`src/rtl/mina_fetch_unit.sv`:
```
// mina_fetch_unit: instruction fetch stage for the MINA CPU.
// Owns the fetch address and issues pipelined requests on a split
// request/response IMEM bus. Returned words go into a small prefetch queue
// that feeds the IF/ID boundary through a valid/ready handshake. A branch
// redirect flushes the queue and marks in-flight fetches to be dropped.
//
// Optional build macro: MINA_FETCH_PERF_EN adds three free-running
// performance counters (perf_fetched, perf_flushed, perf_stall).

module mina_fetch_unit #(
   parameter logic [31:0] INITIAL_IA  = 32'h0000_0000,
   parameter int unsigned QUEUE_DEPTH = 4,
   parameter int unsigned MAX_DROP_W  = $clog2(QUEUE_DEPTH) + 1
) (
   input  logic        clk,
   input  logic        rst,
   // IMEM request/response bus
   output logic        imem_req,
   output logic [31:0] imem_addr,
   input  logic        imem_gnt,
   input  logic        imem_rvalid,
   input  logic [31:0] imem_rdata,
   // branch redirect
   input  logic        redirect_valid,
   input  logic [31:0] redirect_ia,
   // IF/ID handshake
   output logic        if_valid,
   input  logic        if_ready,
   output logic [31:0] if_ia,
   output logic [31:0] if_ia_plus_4,
   output logic [31:0] if_ir
`ifdef MINA_FETCH_PERF_EN
   ,
   output logic [31:0] perf_fetched,
   output logic [31:0] perf_flushed,
   output logic [31:0] perf_stall
`endif
);

   localparam int unsigned PTR_W = (QUEUE_DEPTH > 1) ? $clog2(QUEUE_DEPTH) : 1;

   typedef logic [MAX_DROP_W-1:0] cnt_t;
   typedef logic [MAX_DROP_W:0]   sum_t;
   typedef logic [PTR_W-1:0]      ptr_t;

   localparam sum_t DEPTH_SUM = sum_t'(QUEUE_DEPTH);
   localparam cnt_t CNT_ONE   = cnt_t'(1);
   localparam ptr_t PTR_ONE   = ptr_t'(1);

   // ------------------------------------------------------------------
   // State
   // ------------------------------------------------------------------
   logic        req_en_q;
   logic [31:0] fetch_ia_q,    fetch_ia_d;
   logic [31:0] rsp_ia_q,      rsp_ia_d;
   cnt_t        outstanding_q, outstanding_d;
   cnt_t        drop_q,        drop_d;
   cnt_t        count_q,       count_d;
   ptr_t        wr_ptr_q,      wr_ptr_d;
   ptr_t        rd_ptr_q,      rd_ptr_d;

   logic [31:0] ia_mem_q [QUEUE_DEPTH];
   logic [31:0] ir_mem_q [QUEUE_DEPTH];

   // ------------------------------------------------------------------
   // Event decode
   // ------------------------------------------------------------------
   logic [31:0] redirect_target;
   sum_t        inflight;
   logic        req_fire;
   logic        rsp_fire;
   logic        rsp_keep;
   logic        rsp_drop;
   logic        push;
   logic        pop;

   // The low address bits of a redirect are discarded by design.
   logic        unused_redirect_lsbs;
   assign unused_redirect_lsbs = ^redirect_ia[1:0];

   assign redirect_target = {redirect_ia[31:2], 2'b00};

   // Credit: queued entries plus fetches still in the memory pipeline
   // (including ones that will be dropped) never exceed the queue depth,
   // so every kept response is guaranteed a free slot.
   assign inflight  = sum_t'(count_q) + sum_t'(outstanding_q);

   // req_en_q holds requests off while reset is asserted and for the first
   // cycle after release, so imem_req reads 0 throughout reset.
   assign imem_req  = req_en_q && !redirect_valid && (inflight < DEPTH_SUM);
   assign imem_addr = fetch_ia_q;

   assign req_fire  = imem_req && imem_gnt;
   // A response with nothing outstanding is a stale pre-reset beat; ignore it.
   assign rsp_fire  = imem_rvalid && (outstanding_q != '0);
   assign rsp_drop  = rsp_fire && (drop_q != '0);
   assign rsp_keep  = rsp_fire && (drop_q == '0);

   // A redirect wins over both queue operations in the same cycle.
   assign push      = rsp_keep && !redirect_valid;
   assign pop       = if_valid && if_ready && !redirect_valid;

   // ------------------------------------------------------------------
   // Next-state: fetch address, response address, credit counters
   // ------------------------------------------------------------------
   // Fetch-side bookkeeping: next fetch address, outstanding and drop counts.
   always_comb begin
      // NOTE: every combinational output gets a default first so no path
      // leaves it unassigned; otherwise synthesis infers a latch.
      fetch_ia_d    = fetch_ia_q;
      rsp_ia_d      = rsp_ia_q;
      outstanding_d = outstanding_q;
      drop_d        = drop_q;

      unique case ({req_fire, rsp_fire})
         2'b10:   outstanding_d = outstanding_q + CNT_ONE;
         2'b01:   outstanding_d = outstanding_q - CNT_ONE;
         default: outstanding_d = outstanding_q;
      endcase

      if (rsp_drop) begin
         drop_d = drop_q - CNT_ONE;
      end

      if (req_fire) begin
         fetch_ia_d = fetch_ia_q + 32'd4;
      end

      // The running response address tracks the next word to be kept; it
      // only advances on kept responses, since dropped ones precede them.
      if (push) begin
         rsp_ia_d = rsp_ia_q + 32'd4;
      end

      // Every fetch still in flight after this cycle belongs to the old
      // path and must be discarded when it returns.
      if (redirect_valid) begin
         fetch_ia_d = redirect_target;
         rsp_ia_d   = redirect_target;
         drop_d     = outstanding_d;
      end
   end

   // ------------------------------------------------------------------
   // Next-state: prefetch queue pointers and occupancy
   // ------------------------------------------------------------------
   // Circular-buffer pointer and occupancy update; redirect empties it.
   always_comb begin
      wr_ptr_d = wr_ptr_q;
      rd_ptr_d = rd_ptr_q;
      count_d  = count_q;

      if (redirect_valid) begin
         rd_ptr_d = wr_ptr_q;
         count_d  = '0;
      end else begin
         if (push) begin
            wr_ptr_d = wr_ptr_q + PTR_ONE;
         end
         if (pop) begin
            rd_ptr_d = rd_ptr_q + PTR_ONE;
         end
         unique case ({push, pop})
            2'b10:   count_d = count_q + CNT_ONE;
            2'b01:   count_d = count_q - CNT_ONE;
            default: count_d = count_q;
         endcase
      end
   end

   // ------------------------------------------------------------------
   // Registers
   // ------------------------------------------------------------------
   // Control state: async reset, all updates on the rising clock edge.
   always_ff @(posedge clk or posedge rst) begin
      if (rst) begin
         req_en_q      <= 1'b0;
         fetch_ia_q    <= INITIAL_IA;
         rsp_ia_q      <= INITIAL_IA;
         outstanding_q <= '0;
         drop_q        <= '0;
         count_q       <= '0;
         wr_ptr_q      <= '0;
         rd_ptr_q      <= '0;
      end else begin
         // NOTE: sequential state uses non-blocking assignments so every
         // register samples the pre-edge values regardless of block order.
         req_en_q      <= 1'b1;
         fetch_ia_q    <= fetch_ia_d;
         rsp_ia_q      <= rsp_ia_d;
         outstanding_q <= outstanding_d;
         drop_q        <= drop_d;
         count_q       <= count_d;
         wr_ptr_q      <= wr_ptr_d;
         rd_ptr_q      <= rd_ptr_d;
      end
   end

   // Queue storage: written on push, head read directly from the array.
   always_ff @(posedge clk or posedge rst) begin
      if (rst) begin
         // NOTE: the storage is reset because the head fields are driven
         // straight from it and must read zero after reset; a deep queue
         // mapped to RAM would instead gate the outputs and skip this.
         for (int i = 0; i < int'(QUEUE_DEPTH); i++) begin
            ia_mem_q[i] <= '0;
            ir_mem_q[i] <= '0;
         end
      end else if (push) begin
         ia_mem_q[wr_ptr_q] <= rsp_ia_q;
         ir_mem_q[wr_ptr_q] <= imem_rdata;
      end
   end

   // ------------------------------------------------------------------
   // IF/ID outputs
   // ------------------------------------------------------------------
   assign if_valid     = (count_q != '0);
   assign if_ia        = ia_mem_q[rd_ptr_q];
   assign if_ir        = ir_mem_q[rd_ptr_q];
   // Held at zero while the queue is empty so it reads 0 out of reset.
   assign if_ia_plus_4 = if_valid ? (if_ia + 32'd4) : 32'd0;

`ifdef MINA_FETCH_PERF_EN
   // ------------------------------------------------------------------
   // Performance counters
   // ------------------------------------------------------------------
   logic [31:0] perf_fetched_q;
   logic [31:0] perf_flushed_q;
   logic [31:0] perf_stall_q;
   logic [31:0] flush_inc;

   // Words lost to a redirect: queued entries, a kept word arriving in the
   // redirect cycle, and each old-path response dropped on return.
   always_comb begin
      flush_inc = 32'(rsp_drop);
      if (redirect_valid) begin
         flush_inc = flush_inc + 32'(count_q) + 32'(rsp_keep);
      end
   end

   // Free-running wrap-around event counters.
   always_ff @(posedge clk or posedge rst) begin
      if (rst) begin
         perf_fetched_q <= '0;
         perf_flushed_q <= '0;
         perf_stall_q   <= '0;
      end else begin
         perf_fetched_q <= perf_fetched_q + 32'(push);
         perf_flushed_q <= perf_flushed_q + flush_inc;
         perf_stall_q   <= perf_stall_q + 32'(if_ready && !if_valid);
      end
   end

   assign perf_fetched = perf_fetched_q;
   assign perf_flushed = perf_flushed_q;
   assign perf_stall   = perf_stall_q;
`endif

endmodule

```
`config.mk`:
```
export PLATFORM = sky130hd
export DESIGN_NAME = mina_fetch_unit
export DESIGN_NICKNAME = d
export VERILOG_FILES = /design/src/rtl/mina_fetch_unit.sv
export SDC_FILE = /design/constraint.sdc
export NUM_CORES = 1
export LEC_CHECK = 0
export CORE_MARGIN = 2
export CORE_UTILIZATION = 34
export CTS_CLUSTER_SIZE = 14
export DETAILED_ROUTE_END_ITERATION = 6
export SLEW_MARGIN = 20
export SYNTH_ARGS = -nofsm -noshare
export SYNTH_HDL_FRONTEND = slang
export SYNTH_SLANG_ARGS = --single-unit
```
`constraint.sdc`:
```
create_clock -name clk -period 16.45 [get_ports clk]
set_clock_uncertainty 0.05 [all_clocks]
set_input_delay 2.4675 -clock clk [delete_from_list [all_inputs] [get_ports clk]]
set_output_delay 2.4675 -clock clk [all_outputs]
set_load 0.01 [all_outputs]
```
* Yosys cells after proc, flatten, opt, wreduce, memory -nomap -nowiden
Index checks and enable logic that the tools add are counted.
** Word-level totals
- Register bits :: 334
- Output and inout port bits :: 130
- Word-level logic and storage cells :: 81
** Operators by class
- Add/subtract/negate cells :: 11
- $lt $le $gt $ge :: 4
- Eq/ne operators :: 4
- Multiplexer cells :: 22
- Bitwise logic cells :: 3
- Reduce and logical (&&, ||, !) cells :: 21
** Operators with widths (count)
- 32-bit two-way mux :: 10
- 128-bit bitwise mux :: 2
- 32-bit binary-select mux with 2-bit select :: 2
- 32-bit by 3-bit adder with 32-bit output, second input constant :: 3
- 32-bit demux with 2-bit select :: 1
- 3-bit case mux with 2 select lines :: 2
- 3-bit nonzero test :: 4
- 1-bit logical AND :: 10
- 3-bit two-way mux :: 3
- 3-bit by 1-bit subtractor with 3-bit output, second input constant :: 3
- 2-bit nonzero test :: 4
- 3-bit by 1-bit adder with 3-bit output, second input constant :: 2
- 3-bit >= comparator, second input constant :: 2
- 2-bit NOT with 3-bit output :: 2
- 2-bit by 1-bit adder with 2-bit output, second input constant :: 2
- 3-bit by 3-bit adder with 4-bit output :: 1
- 2-bit by 1-bit == test with 1-bit output, second input constant :: 2
- 2-bit == test, second input constant :: 2
- 4-bit by 3-bit < comparator with 1-bit output, second input constant :: 1
- 2-bit two-way mux :: 2
- 3-bit logical NOT :: 1
- 3-bit by 1-bit < comparator with 1-bit output, second input constant :: 1
- 2-bit AND reduction :: 1
- 1-bit logical NOT :: 1
- 1-bit NOT :: 1

* Longest topological paths before layout
- Word-level depth :: 7
- Depth in mapped cells :: 14

* Worst setup path after synthesis
No wires, ideal clock.
- Kind :: in2out
- From :: in redirect_valid
- To :: out imem_req
- Arrival :: 3.230 ns
- Required time :: 13.932 ns
- Setup slack :: 10.703 ns
- Cell stages on the path :: 4
- Path through :: buf_2 > inv_2 > clkbuf_1 > and3_1
** Between the ends
- Longest elaborated chain between the ends :: 3
** RTL lines
- start: declaration :: RTL line 24 : input logic redirect_valid,
- 1-bit logical NOT :: RTL line 90 : assign imem_req = req_en_q && !redirect_valid && (inflight < DEPTH_SUM);
- 1-bit logical AND (2 in series) :: RTL line 90
- end: declaration :: RTL line 18 : output logic imem_req,
Every way passes these cells.

* Final worst setup path
- From :: reg rd_ptr_q[0]
- To :: out if_ia_plus_4[30]
** Between the ends
- Longest elaborated chain between the ends :: 6
** RTL lines
- start: declaration :: RTL line 60 : ptr_t rd_ptr_q, rd_ptr_d;
- start signal: assignment :: RTL line 195 : rd_ptr_q <= rd_ptr_d;
- 2-bit NOT with 3-bit output (not written as such) :: RTL line 219 : assign if_ia = ia_mem_q[rd_ptr_q];
- 32-bit binary-select mux with 2-bit select :: RTL line 219
- 32-bit two-way mux (not written as such) (2 in series) :: RTL line 219
- 32-bit by 3-bit adder with 32-bit output :: RTL line 222 : assign if_ia_plus_4 = if_valid ? (if_ia + 32'd4) : 32'd0;
- 32-bit two-way mux :: RTL line 222
- end: declaration :: RTL line 30 : output logic [31:0] if_ia_plus_4,
Every way passes these cells. The select of a mux whose other input is x is not followed.

==> results.cfg <==
[sta]
fmaxAchievable_mhz = 134
worst_pin_slew_ns = 1.07
timing.final.crit_share = 0.453
setup_viol = 0
timing.final.crit_period_ns = 7.45
maxSlewHeadroom = 0.286
holdWs_ns = 0.449
hold_viol = 0
setup_tns_ns = 0
finalMaxSlewViolations = 0
setup_slack_ns = 9.00
rsz0062_at_grt = no

[clock_tree]
clockBufferDepth = 3
path_clk_slew_ns = 0.06
tritoncts = built
numCtsBuffers = 38
cts_max_level = 2
post-cts-setup-buffer-count = 0
hold_buffers = 0
clock_latency_ns = 0.55
clockRootBuffer = clkbuf_16
cts_resized = 0
cts_sinks = 322

[power]
clkPwrFrac = 0.248
seq_power_share = 0.372
p_int_mw = 2.32
power_density_nw_per_um2 = 175
netSwitchingFraction = 0.319
peakVddDrop_v = 0.000122
power.total_mw = 3.40
switchingPower_mw = 1.09
p_leak_nw = 8.10
p_comb_frac = 0.381

[yosys]
synth_top_family_by_area = multiplexers
ys_ff_latch = 322
async_flop_share = 1.00
yosys.area_share.simple = 0.0949
synth_edf_count = 0
synthDistinctLibCells = 60
avgSynthCellArea_um2 = 13.0
synth_area_leaders = dfrtp_1 (51%), mux2_2 (18%), mux4_2 (8.4%), nand2_1 (1.6%), o311ai_0 (1.5%)
ys.flop_type = dfrtp_1
netlist.top_cell.by_area = dfrtp_1
syn_inst = 1223
yosysTopAreaCellShare = 0.508
ys_warn_count = 0
seq_area_frac_synth = 0.508
synth_compound_area_frac = 0.0596
synth_xor_area_frac = 0.0221
syn_area_um2 = 15900
synthAdderAreaFrac = 0.0120
synth.area.mux_share = 0.271

[die]
initial_utilization = 0.343
die_y_um = 220
ios = 200
die_x_um = 220
die_area_um2 = 48400
coreArea_um2 = 46300
rows = 79

[place]
post-place-ws_ns = 9.48
dpl_cell_area_um2 = 18200
finalWeightedCongestion = 0.781
placedCellCount = 1945
hpwl_um = 26500
port_buffers = 191

[drt]
wl_per_cell_um = 20.5
drtIter0Drc = 672
antenna_left = 0
drt_pre_antenna_iters = 5
drc = 0
wl_um = 41300
drt-vias-per-instance = 5.38
vias = 10800

[global_routing]
grt_use_total = 0.174
grt_max_degree = 195
overflow = 0
antenna_found_initial = 0
grt_pass1_vias = 11300
grt_pass1_wl_um = 65300

[critical_path]
cp_max_fo = 35
crit_slowest_cell = dfrtp_4
crit_path_start_kind = flip-flop
cpPeakStageDelay_ns = 0.83
worst_r2r_path_depth = 7
critical_path_class = flip-flop to primary output
critical_path.cell_chain = buf_4 > mux4_2 > ha_1 > nand3_1 > nor3b_2 > or4b_1 > a21oi_1 > clkdlybuf4s50_1
worst_setup_path_end_kind = primary output
cp.arrival_ns = 4.93
required_ns = 13.93

[cells_and_area]
postLayoutCellArea_um2 = 19500
insertedDiodeCount = 0
fin_util = 0.421
nets = 1463
area_growth_pct = 23.0
final_cell_count_no_fill = 2013
drive_above_1_share = 0.289

[min_path]
hold_path_depth = 1
hold_path_class = flip-flop to flip-flop

[status]
outcome = completed

[job]
cap_viol_max_count = 0
==> sequential cells by signal (all words and copies together), names as in the netlist <==
signal         cells
ir_mem_q         128
ia_mem_q         120
imem_addr         30
rsp_ia_q          30
count_q            3
drop_q             3
outstanding_q      3
rd_ptr_q           2
wr_ptr_q           2
req_en_q           1
==> synth_stat cells, drive strengths merged, types with 2 or more instances <==
library cell	n
dfrtp	322
mux2	254
nand2	69
mux4	62
clkbuf	58
nand3	40
o21ai	36
nor2	35
buf	32
o311ai	27
nand4	26
a21oi	24
inv	21
xor2	21
xnor2	19
and3	18
or4	18
and2	16
o31ai	16
a31oi	13
and4	12
ha	12
o211ai	11
nor3	10
or3	8
nor4	7
or2	6
mux2i	3
a221o	2
a311oi	2
a41oi	2
conb	2
fa	2
nand2b	2
nand3b	2
o31a	2
==> worst max-delay path: cells and delay by family, from the launching register on <==
| kind | cells | cell delay [ns] |
|---|---|---|
| compound gates | 1 | 0.20 |
| mux | 1 | 0.48 |
| buf+inv | 2 | 1.30 |
| flops | 1 | 0.83 |
| simple gates | 3 | 1.23 |
| fa+ha+maj | 1 | 0.33 |
==> power by group through the flow <==
stage	Clock, mW	Combinational [mW]	Sequential [mW]
final	0.843	1.30	1.27
after global routing	0.901	1.40	1.31
after CTS	0.868	1.32	1.27
after detailed placement	0	1.31	1.28
after global placement	0	1.29	1.26
after floorplan	0	0.833	1.20
==> final cells by class <==
type                       instances  area, um^2
fill                            4280       26800
sequential                       322        8060
multi-input combinational        795        7330
timing repair buffer             201        2010
clock buffer                      56        1110
tap                              607         759
clock inverter                    11         136
inverter                          21        88.8
==> final timing paths <==
check / to / from / slack (ns)
worst min-delay path: ia_mem_q[53]$_DFFE_PP0P_ / ia_mem_q[53]$_DFFE_PP0P_ / 0.45
max in group asynchronous: imem_addr[10]$_DFFE_PP0N_ / rst / 12.37
min in group asynchronous: ir_mem_q[91]$_DFFE_PP0P_ / rst / 2.43
worst max register to register: imem_addr[31]$_DFFE_PP0N_ / outstanding_q[2]$_DFF_PP0_ / 13.18
worst max-delay path: if_ia_plus_4[30] / rd_ptr_q[0]$_DFFE_PP0P_ / 9.00
worst min register to register: ia_mem_q[53]$_DFFE_PP0P_ / ia_mem_q[53]$_DFFE_PP0P_ / 0.45
==> logic make-up (layout without fill, tap and decap cells) <==
group | Yosys count | count (layout)
AO/OA/AOI/OAI | 141 | 141
XOR/XNOR | 40 | 40
adder cells (fa/ha/maj) | 14 | 14
buffers and inverters | 111 | 289
flip-flops | 322 | 322
multiplexers | 319 | 319
other | 2 | 7
AND/OR/NAND/NOR | 274 | 274
==> layer usage <==
| metal | track usage | share of wire | vias to the layer above |
|---|---|---|---|
| li1 | - | - | 4883 |
| met1 | 0.226 | 0.43 | 5634 |
| met2 | 0.291 | 0.49 | 262 |
| met3 | 0.0375 | 0.055 | 58 |
| met4 | 0.0548 | 0.026 | 0 |
| met5 | 0 | 0 | - |
==> layout by cell type (no fill, tap or decap), drive strengths merged, types with 8 or more instances in the layout <==
cell type and count:
or3 8, nand3 40, clkbuf 56, nor3 10, and4 12, o311ai 27
ha 12, and3 18, xor2 21, mux4 62, inv 22, clkdlybuf4s50 190
and2 16, dfrtp 322, a31oi 13, buf 11, a21oi 24, xnor2 19
o211ai 11, nand2 69, mux2 254, o31ai 16, nor2 35, or4 18
nand4 26, o21ai 36
Note: power is estimated with default switching activity, not from simulation.
